## src/rtl/add_sequencer.sv

```systemverilog
`default_nettype none
// ============================================================================
// Module      : add_sequencer
// Description : Multi-word vector adder R = A + B over a single-port RAM,
//               three cycles per 32-bit word. ADDSEQ_SUB_EN enables A - B.
// Revision    : 1.0 - initial release
// ============================================================================
module add_sequencer (
    input  logic        clock,
    input  logic        reset,
    input  logic        start,
    input  logic [10:0] base_a,
    input  logic [10:0] base_b,
    input  logic [10:0] base_r,
    input  logic [10:0] len,
    input  logic        sub,
    output logic        busy,
    output logic        done,
    output logic        carry_out,
    output logic [10:0] addr_arith,
    output logic        we_arith,
    output logic [31:0] data_arith,
    input  logic [31:0] q_arith
);

    typedef enum logic [2:0] {
        S_IDLE = 3'd0,
        S_RD_A = 3'd1,
        S_RD_B = 3'd2,
        S_WR   = 3'd3,
        S_DONE = 3'd4
    } state_t;

    state_t      r_state;
    state_t      w_state_nxt;
    logic [10:0] r_base_a;
    logic [10:0] r_base_b;
    logic [10:0] r_base_r;
    logic [10:0] r_len;
    logic [10:0] r_idx;
    logic [31:0] r_op_a;
    logic        r_carry;
    logic        r_carry_out;
    logic        r_sub;
    logic        w_sub_in;
    logic [31:0] w_op_b;
    logic [32:0] w_sum;
    logic        w_last;

`ifdef ADDSEQ_SUB_EN
    assign w_sub_in = sub;
`else
    logic w_unused_sub;
    assign w_unused_sub = sub;
    assign w_sub_in     = 1'b0;
`endif

    // Subtraction is A + ~B + 1: the +1 comes from the carry register seed.
    assign w_op_b = r_sub ? ~q_arith : q_arith;
    assign w_sum  = {1'b0, r_op_a} + {1'b0, w_op_b} + {32'd0, r_carry};
    assign w_last = (r_idx == (r_len - 11'd1));

    always_ff @(posedge clock or posedge reset) begin
        if (reset) begin
            r_state     <= S_IDLE;
            r_base_a    <= 11'd0;
            r_base_b    <= 11'd0;
            r_base_r    <= 11'd0;
            r_len       <= 11'd0;
            r_idx       <= 11'd0;
            r_op_a      <= 32'd0;
            r_carry     <= 1'b0;
            r_carry_out <= 1'b0;
            r_sub       <= 1'b0;
        end else begin
            r_state <= w_state_nxt;
            case (r_state)
                S_IDLE: begin
                    if (start) begin
                        r_base_a    <= base_a;
                        r_base_b    <= base_b;
                        r_base_r    <= base_r;
                        r_len       <= len;
                        r_sub       <= w_sub_in;
                        r_idx       <= 11'd0;
                        r_carry     <= w_sub_in;
                        r_carry_out <= 1'b0;
                    end
                end
                S_RD_B: begin
                    r_op_a <= q_arith;
                end
                S_WR: begin
                    r_carry <= w_sum[32];
                    r_idx   <= r_idx + 11'd1;
                    // Loaded on entry to DONE so it is valid alongside the done pulse.
                    if (w_last) begin
                        r_carry_out <= w_sum[32];
                    end
                end
                default: begin
                end
            endcase
        end
    end

    always_comb begin
        w_state_nxt = r_state;
        busy        = 1'b0;
        done        = 1'b0;
        addr_arith  = 11'd0;
        we_arith    = 1'b0;
        data_arith  = 32'd0;
        case (r_state)
            S_IDLE: begin
                if (start) begin
                    w_state_nxt = (len == 11'd0) ? S_DONE : S_RD_A;
                end
            end
            S_RD_A: begin
                busy        = 1'b1;
                addr_arith  = r_base_a + r_idx;
                w_state_nxt = S_RD_B;
            end
            S_RD_B: begin
                busy        = 1'b1;
                addr_arith  = r_base_b + r_idx;
                w_state_nxt = S_WR;
            end
            S_WR: begin
                busy        = 1'b1;
                addr_arith  = r_base_r + r_idx;
                we_arith    = 1'b1;
                data_arith  = w_sum[31:0];
                w_state_nxt = w_last ? S_DONE : S_RD_A;
            end
            S_DONE: begin
                done        = 1'b1;
                w_state_nxt = S_IDLE;
            end
            default: begin
                w_state_nxt = S_IDLE;
            end
        endcase
    end

    assign carry_out = r_carry_out;

endmodule
`default_nettype wire
```

## config.mk

```make
export PLATFORM = sky130hd
export DESIGN_NAME = add_sequencer
export DESIGN_NICKNAME = d
export VERILOG_FILES = /design/src/rtl/add_sequencer.sv
export SDC_FILE = /design/constraint.sdc
export NUM_CORES = 1
export LEC_CHECK = 0
export CAP_MARGIN = 20
export CORE_ASPECT_RATIO = 0.75
export CORE_MARGIN = 2
export CORE_UTILIZATION = 54
export CTS_BUF_LIST = sky130_fd_sc_hd__clkbuf_4
export DETAILED_ROUTE_END_ITERATION = 10
export PLACE_DENSITY = 0.83
export RECOVER_POWER = 25
export SYNTH_ARGS = -nofsm -noshare
export SYNTH_HDL_FRONTEND = slang
export SYNTH_SLANG_ARGS = --single-unit
```

## constraint.sdc

```tcl
create_clock -name clock -period 4.9 [get_ports clock]
set_clock_uncertainty 0.05 [all_clocks]
set_input_delay 0.98 -clock clock [delete_from_list [all_inputs] [get_ports clock]]
set_output_delay 0.98 -clock clock [all_outputs]
set_load 0.02 [all_outputs]
```

==> results of run 1 <==
-- repair_timing --
item | CTS | global route
pin swaps | 0 | 5
resized for setup | 50 | 32
endpoints found under the hold margin | 0 | 0
setup endpoints to repair | 27 | 18
-- stage by stage --
step           setup TNS, ps  hold slack (ps)  util [%]  power, mW
6_report                   0              449      73.4       5.97
5_1_grt                -50.1              472      73.4       6.44
4_1_cts                    0              451      73.0       5.89
3_5_place_dp           -6000              413      71.9       5.49
3_3_place_gp           -4950              408      71.9       5.35
2_1_floorplan              0              395         -       3.89
-- kinds of logic (layout without fill, tap and decap cells) --
kind of cell	Yosys count	count (layout)	synth area share [%]
fa+ha+maj	46	46	9.13
simple gates	347	347	24.1
compound gates	164	164	15.9
mux	47	47	7.79
xor+xnor	35	35	4.68
flops	92	92	35.1
buf+inv	58	236	3.32
-- cell type report --
cell class,instances,area (µm²)
Clock buffer,9,67.6
Clock inverter,7,65.1
Fill cell,890,3110
Inverter,26,98.8
Multi-Input combinational cell,639,4130
Sequential cell,92,2310
Tap cell,162,203
Timing Repair Buffer,194,1720
-- synth_stat cells (2+ instances only) --
master	instances	area [µm²]
a211oi_1	11	82.6
o311ai_0	2	17.5
o21ai_0	49	245
mux2i_1	15	150
xnor2_1	21	184
clkbuf_1	32	120
o211ai_1	7	52.6
a21o_1	9	67.6
nor4_1	10	62.6
nand2_1	176	661
a311oi_1	2	17.5
xor2_1	14	123
mux2_2	32	360
a21oi_1	43	215
a2111o_1	3	33.8
nand4_1	13	81.3
fa_1	3	60.1
o31a_1	2	17.5
nor2_1	55	206
nor2b_1	6	37.5
nor3b_1	6	45.0
and3_1	9	56.3
o21a_1	7	52.6
a41oi_1	3	26.3
dfrtp_1	92	2300
and2_1	7	43.8
nand2b_1	5	31.3
a2111oi_0	3	26.3
o21bai_1	5	37.5
ha_1	43	538
or2_2	5	31.3
and4_1	2	17.5
o31ai_1	3	22.5
or3_1	4	25.0
inv_1	26	97.6
nand3_1	19	95.1
nor3_1	23	115
a31oi_1	6	37.5
-- per-layer routing --
layer	track usage, %	up-vias
met3	4.89	32
met2	45.8	251
met4	7.27	0
met1	42.7	3064
li1	-	3127
met5	0	-
-- tightest hold or removal path, delay by kind of cell, from the launching register on --
| family | cells | cell delay, ps |
|---|---|---|
| and+or+nand+nor | 2 | 110 |
| DFF | 1 | 380 |
-- worst max path at each step --
stage                from              to  depth (start not counted)  slack, ps
2_1_floorplan  q_arith[0]  data_arith[30]                         10        390
3_3_place_gp   q_arith[0]  data_arith[26]                         14       -730
3_5_place_dp   q_arith[0]  data_arith[26]                         14       -750
4_1_cts        q_arith[7]  data_arith[31]                         10         20
5_1_grt        q_arith[1]  data_arith[26]                         13        -30
6_report       q_arith[1]  data_arith[22]                         13         80
-- flip-flops by register name, summed over array words and instances, names as in the netlist --
name	flops
r_op_a	32
r_base_a	11
r_base_b	11
r_base_r	11
r_idx	11
r_len	11
r_state	3
carry_out	1
r_carry	1
-- report_power, final --
| part | switching [mW] | total, mW | internal, mW |
|---|---|---|---|
| Clock | 0.311 | 0.428 | 0.117 |
| Sequential | 0.292 | 1.39 | 1.10 |
| Combinational | 2.27 | 4.15 | 1.88 |
| Total | 2.88 | 5.97 | 3.10 |
==> summary.txt, run 1 <==
Status
  – Status: finished, violations left
  – Failing checks: max-capacitance violations, max-slew violations

Setup path
  – Max FO, Critical Path: 3
  – Largest delay share family, worst path: buffers and inverters
  – Critical path startpoint category: primary input
  – Data required, critical path: 3870 ps
  – Crit path arrival time: 3790 ps
  – RR Endpoint: carry_out
  – Cell mode on critical path: buf_4
  – Critical path start-end classification: in2out
  – CP max stage delay: 470 ps
  – Cells on worst reg2reg path: 13
  – Slowest library cell on the worst path: clkdlybuf4s50_1
  – Worst Setup End Kind: output pin
  – Buf+Inv Stages, Crit Path: 5
  – Crit-path cells: clkdlybuf4s50_1 -> inv_1 -> fa_2 -> nor2b_4 -> o2111ai_4 -> a211oi_2 -> and4bb_2 -> buf_4 -> buf_4 -> a21oi_1 -> xnor2_1 -> nor2_1 -> dlygate4sd2_1
  – Worst reg2reg startpoint: r_carry
  – Reg2reg setup slack: 1880 ps

Finish
  – Commonest non-fill, non-tap cell in the layout: nand2_1
  – Fin area: 8590 µm²
  – Most frequent cells in the layout: 176 x nand2_1, 101 x clkdlybuf4s50_1, 89 x dfrtp_1
  – Area grow syn2layout: 31.1%
  – Antenna diodes: 0
  – Layout cells sized above 1: 16.0%
  – Final Non-Filler Cells: 1129
  – Final Net Count: 1088

Logic synthesis
  – FFs w/ async S/R, synth: 100%
  – Unique masters post-synth: 54
  – Predominant post-synthesis flop cell: dfrtp_1
  – Synth Warn #: 0
  – Post-Syn Area: 6550 µm²
  – Sequential fraction of the synthesis area: 35.1%
  – Cells after synthesis: 789
  – Mapped Nets: 915
  – Avg Cell Area, Syn: 8.30 µm²
  – EDFF count, synth: 0
  – Register bit total from synthesis: 92

Detailed routing
  – Final WL: 18.8 mm
  – Met2 wire len: 8.23 mm
  – Uppermost layer routed: met4
  – Routed vias: 6474
  – Via density: 5.73
  – TritonRoute pass-1 iters: 6
  – Routed len/inst: 16.6 µm
  – Met1 Wirelength: 8.88 mm
  – DR WL met3: 1.33 mm
  – DR DRC count: 0
  – Antenna-violating nets left: 0
  – DR iter-0 viols: 378

Pwr
  – Leak pwr: 3.99 nW
  – Worst ir drop on vdd: 0.000412 V
  – Pwr dens: 695 nW/µm²

Placed design
  – # port buffers: 125
  – Gpl congestion: 0.919
  – Dpl hpwl: 14.5 mm
  – DP Area: 8410 µm²
  – Placed insts: 1113
  – Setup slack at placement: -746 ps

STA
  – Final hold violation count: 0
  – Max Fclk: 208 MHz
  – Final setup violation count: 0
  – Max-slew headroom: -37.8%
  – Slew Viols, Final: 104
  – RSZ-0062 raised after global routing: true
  – Fin crit share: 98.3%
  – Final Critical Period: 4820 ps
  – Worst setup margin: 84.3 ps
  – Actual transition at the worst max-transition pin: 2070 ps

Clock network
  – Clock buffer depth: 2
  – Worst-skew pair later-pin latency: 470 ps
  – Clock Pin Slew Worst Setup and Hold Paths: 160 ps
  – CTS Hold Bufs: 0
  – CTS H-tree lvls: 3
  – TritonCTS Buffers: 9
  – Setup repair bufs after CTS: 0
  – Root buffer cell: clkbuf_4
  – Clock sinks: 92
  – TritonCTS clock tree: yes

GRT
  – Gr ovfl total: 0
  – First-pass GRT wire length: 30.9 mm
  – Vias in the first global route: 6264
  – Initial antenna violation count: 0
  – Global-route usage over all layers: 29.3%
  – Largest net degree at the start of global routing: 48

Floorplan
  – DIE HEIGHT: 99.4 µm
  – Cell row count: 34
  – Die area: 13000 µm²
  – Die W: 131 µm
  – Starting Density: 56.0%
  – Core area: 11700 µm²
  – # IOs: 127

Min path
  – Hold Crit Endpoint: r_base_a[0]
  – Hold wc startpoint: r_base_a[0]
  – Cells on Worst Hold Path: 2
  – Worst Hold Class: reg2reg

Flow run
  – Max-Cap Viols: 3
(Power assumes the default switching activity.)
==> run 2, diff against run 1 <==
Settings changed: CORE_MARGIN 2 to 3, TNS_END_PERCENT from default to 5.
==> run 2 against run 1 <==
Effect of this change: the run still ends with max-capacitance violations, max-slew violations left; largest cell class unchanged; hold slack lost 0.67 ps; cell count up 0.44%; final area increased by 0.45%; utilization increased by 0.064 points; sequential share of layout area shrank 0.16 points; sequential power about the same; clock power rose by 4%.
==> summary.txt, run 2 (synthesized netlist as in run 1, its figures left out) <==
Finish
  – Multi-input logic area: 4120 µm² (-0.33%)
  – Most frequent cells in the layout: 176 x nand2_1, 99 x clkdlybuf4s50_1, 92 x dfrtp_1
  – Final Non-Filler Cells: 1134 (+0.44%)
  – Layout cells sized above 1: 15.8% (-0.19 points)
  – Fill cells: 933 (+4.8%)
  – Commonest non-fill, non-tap cell in the layout: nand2_1
  – Max reg flops: 32 (unchanged)
  – Antenna diodes: 0 (unchanged)
  – Area grow syn2layout: 31.7%
  – Sequential cell area: 2300 µm² (-0.16%)
  – Final Net Count: 1093 (+0.46%)
  – Biggest register: r_op_a

Clock network
  – Setup repair bufs after CTS: 0 (unchanged)
  – Worst-skew pair later-pin latency: 470 ps (about the same)
  – Clock sinks: 92 (unchanged)
  – CTS H-tree lvls: 3 (unchanged)
  – CTS Hold Bufs: 0 (unchanged)
  – Clock Pin Slew Worst Setup and Hold Paths: 160 ps (about the same)
  – TritonCTS Buffers: 9 (unchanged)
  – TritonCTS clock tree: yes
  – Clock buffer depth: 2 (unchanged)
  – Root buffer cell: clkbuf_4

STA
  – Actual transition at the worst max-transition pin: 2020 ps (-45.9 ps)
  – Final hold violation count: 0 (unchanged)
  – Fin crit share: 100% (+1.7 points)
  – Worst setup margin: 1.09 ps (-83.2 ps)
  – Slew Viols, Final: 73 (-30%)
  – Max Fclk: 204 MHz (-1.7%)
  – Final Critical Period: 4900 ps (+83.2 ps)
  – Final setup violation count: 0 (unchanged)
  – Max-slew headroom: -34.8% (+3.1 points)
  – RSZ-0062 raised after global routing: true
  – Worst hold slack: 448 ps (-0.674 ps)

Status
  – Status: finished, violations left
  – Failing checks: max-capacitance violations, max-slew violations

Floorplan
  – DIE HEIGHT: 101 µm (+2.0%)
  – Die W: 133 µm (+1.5%)
  – Core area: 11700 µm² (+0.36%)
  – Die area: 13500 µm² (+3.6%)
  – # IOs: 127 (unchanged)
  – Starting Density: 55.8% (-0.20 points)
  – Cell row count: 34 (unchanged)

Detailed routing
  – TritonRoute pass-1 iters: 5 (-1)
  – DR iter-0 viols: 489 (+29%)
  – Final WL: 19.4 mm (+3.4%)
  – Antenna-violating nets left: 0 (unchanged)
  – DR DRC count: 0 (unchanged)
  – Routed vias: 6557 (+1.3%)
  – Routed len/inst: 17.1 µm (+3.0%)
  – Via density: 5.78 (+0.84%)

GRT
  – Global-route usage over all layers: 28.6% (-0.65 points)
  – Initial antenna violation count: 0 (unchanged)
  – First-pass GRT wire length: 31.3 mm (+1.4%)
  – Vias in the first global route: 6447 (+2.9%)
  – Gr ovfl total: 0 (unchanged)
  – Largest net degree at the start of global routing: 48 (unchanged)

Setup path
  – CP max stage delay: 490 ps (+20 ps)
  – Data required, critical path: 3870 ps (about the same)
  – Max FO, Critical Path: 5 (+2)
  – Cell mode on critical path: buf_4
  – Worst Setup End Kind: output pin
  – Worst reg2reg startpoint: r_len[0]
  – Critical path startpoint category: primary input
  – Crit. Startpoint: q_arith[1]
  – Slowest library cell on the worst path: clkdlybuf4s50_1
  – Crit path arrival time: 3870 ps (+80 ps)
  – Crit-path cells: clkdlybuf4s50_1 -> inv_1 -> fa_2 -> nor2b_4 -> o2111ai_2 -> a211oi_2 -> and4bb_2 -> buf_4 -> a2111oi_4 -> buf_4 -> nor3_1 -> nor3_1 -> buf_4
  – Critical path start-end classification: in2out

Placed design
  – Setup slack at placement: -709 ps (+37.4 ps)
  – # port buffers: 125 (unchanged)
  – Gpl congestion: 0.901 (-1.9%)
  – Dpl hpwl: 14.9 mm (+2.4%)
  – Placed insts: 1118 (+0.45%)

Min path
  – Worst Hold Class: reg2reg
  – Hold wc startpoint: r_base_a[0]

Pwr
  – Pwr dens: 696 nW/µm² (about the same)
  – Leak pwr: 4.01 nW (+0.52%)
  – Total power: 6.00 mW (+0.52%)
  – Worst ir drop on vdd: 0.000477 V (+16%)

Flow run
  – Max-Cap Viols: 2 (-1)
-- run 2: timing repair --
| item | in CTS | in global routing |
|---|---|---|
| gates resized for setup | 51 | 20 |
| setup endpoints to repair | 24 | 19 |
| pin swaps | 1 | 5 |
-- run 2: per-stage QoR --
stage / utilization (%) / cell area (µm²) / TNS, ps
3_5_place_dp: 72.0 / 8450 / -4920
4_1_cts: 73.1 / 8590 / -645
5_1_grt: 73.5 / 8630 / -293
2_1_floorplan: - / 6550 / 0
3_3_place_gp: 72.0 / 8450 / -4140
6_report: 73.5 / 8630 / 0
-- run 2: per-layer routing --
| metal | GRT usage, % | up-vias | part of all wire [%] |
|---|---|---|---|
| met1 | 40.6 | 3098 | 46 |
| met2 | 44.1 | 274 | 44 |
| met4 | 10.0 | 0 | 2.1 |
| met5 | 0 | - | 0 |
| li1 | - | 3148 | - |
| met3 | 5.81 | 37 | 7.1 |
-- run 2: final timing paths --
kind	to	slack, ps	depth (start not counted)
min in group asynchronous	r_op_a[7]	1350	2
setup reg to reg	carry_out	1730	9
hold reg to reg	r_base_a[0]	450	2
max in group asynchronous	r_idx[3]	1550	3
hold / removal	r_base_a[0]	450	2
setup / recovery	data_arith[26]	1	13
-- run 2: layout make-up --
class                           count  area share (%)
Clock inverter                      7           0.870
Inverter                           26            1.15
Multi-Input combinational cell    639            47.7
Clock buffer                        9           0.783
Timing Repair Buffer              199            20.4
Tap cell                          162            2.35
Sequential cell                    92            26.7
-- run 2: critical path, delay by kind of cell --
| family | cells | cell delay, ps |
|---|---|---|
| compound gates | 3 | 750 |
| fa+ha+maj | 1 | 410 |
| buf+inv | 5 | 1080 |
| simple gates | 4 | 640 |
-- run 2: power by group --
part           switching (mW)  internal (mW)
logic                    2.32           1.86
clock network           0.320          0.123
registers               0.283           1.10
total                    2.92           3.08
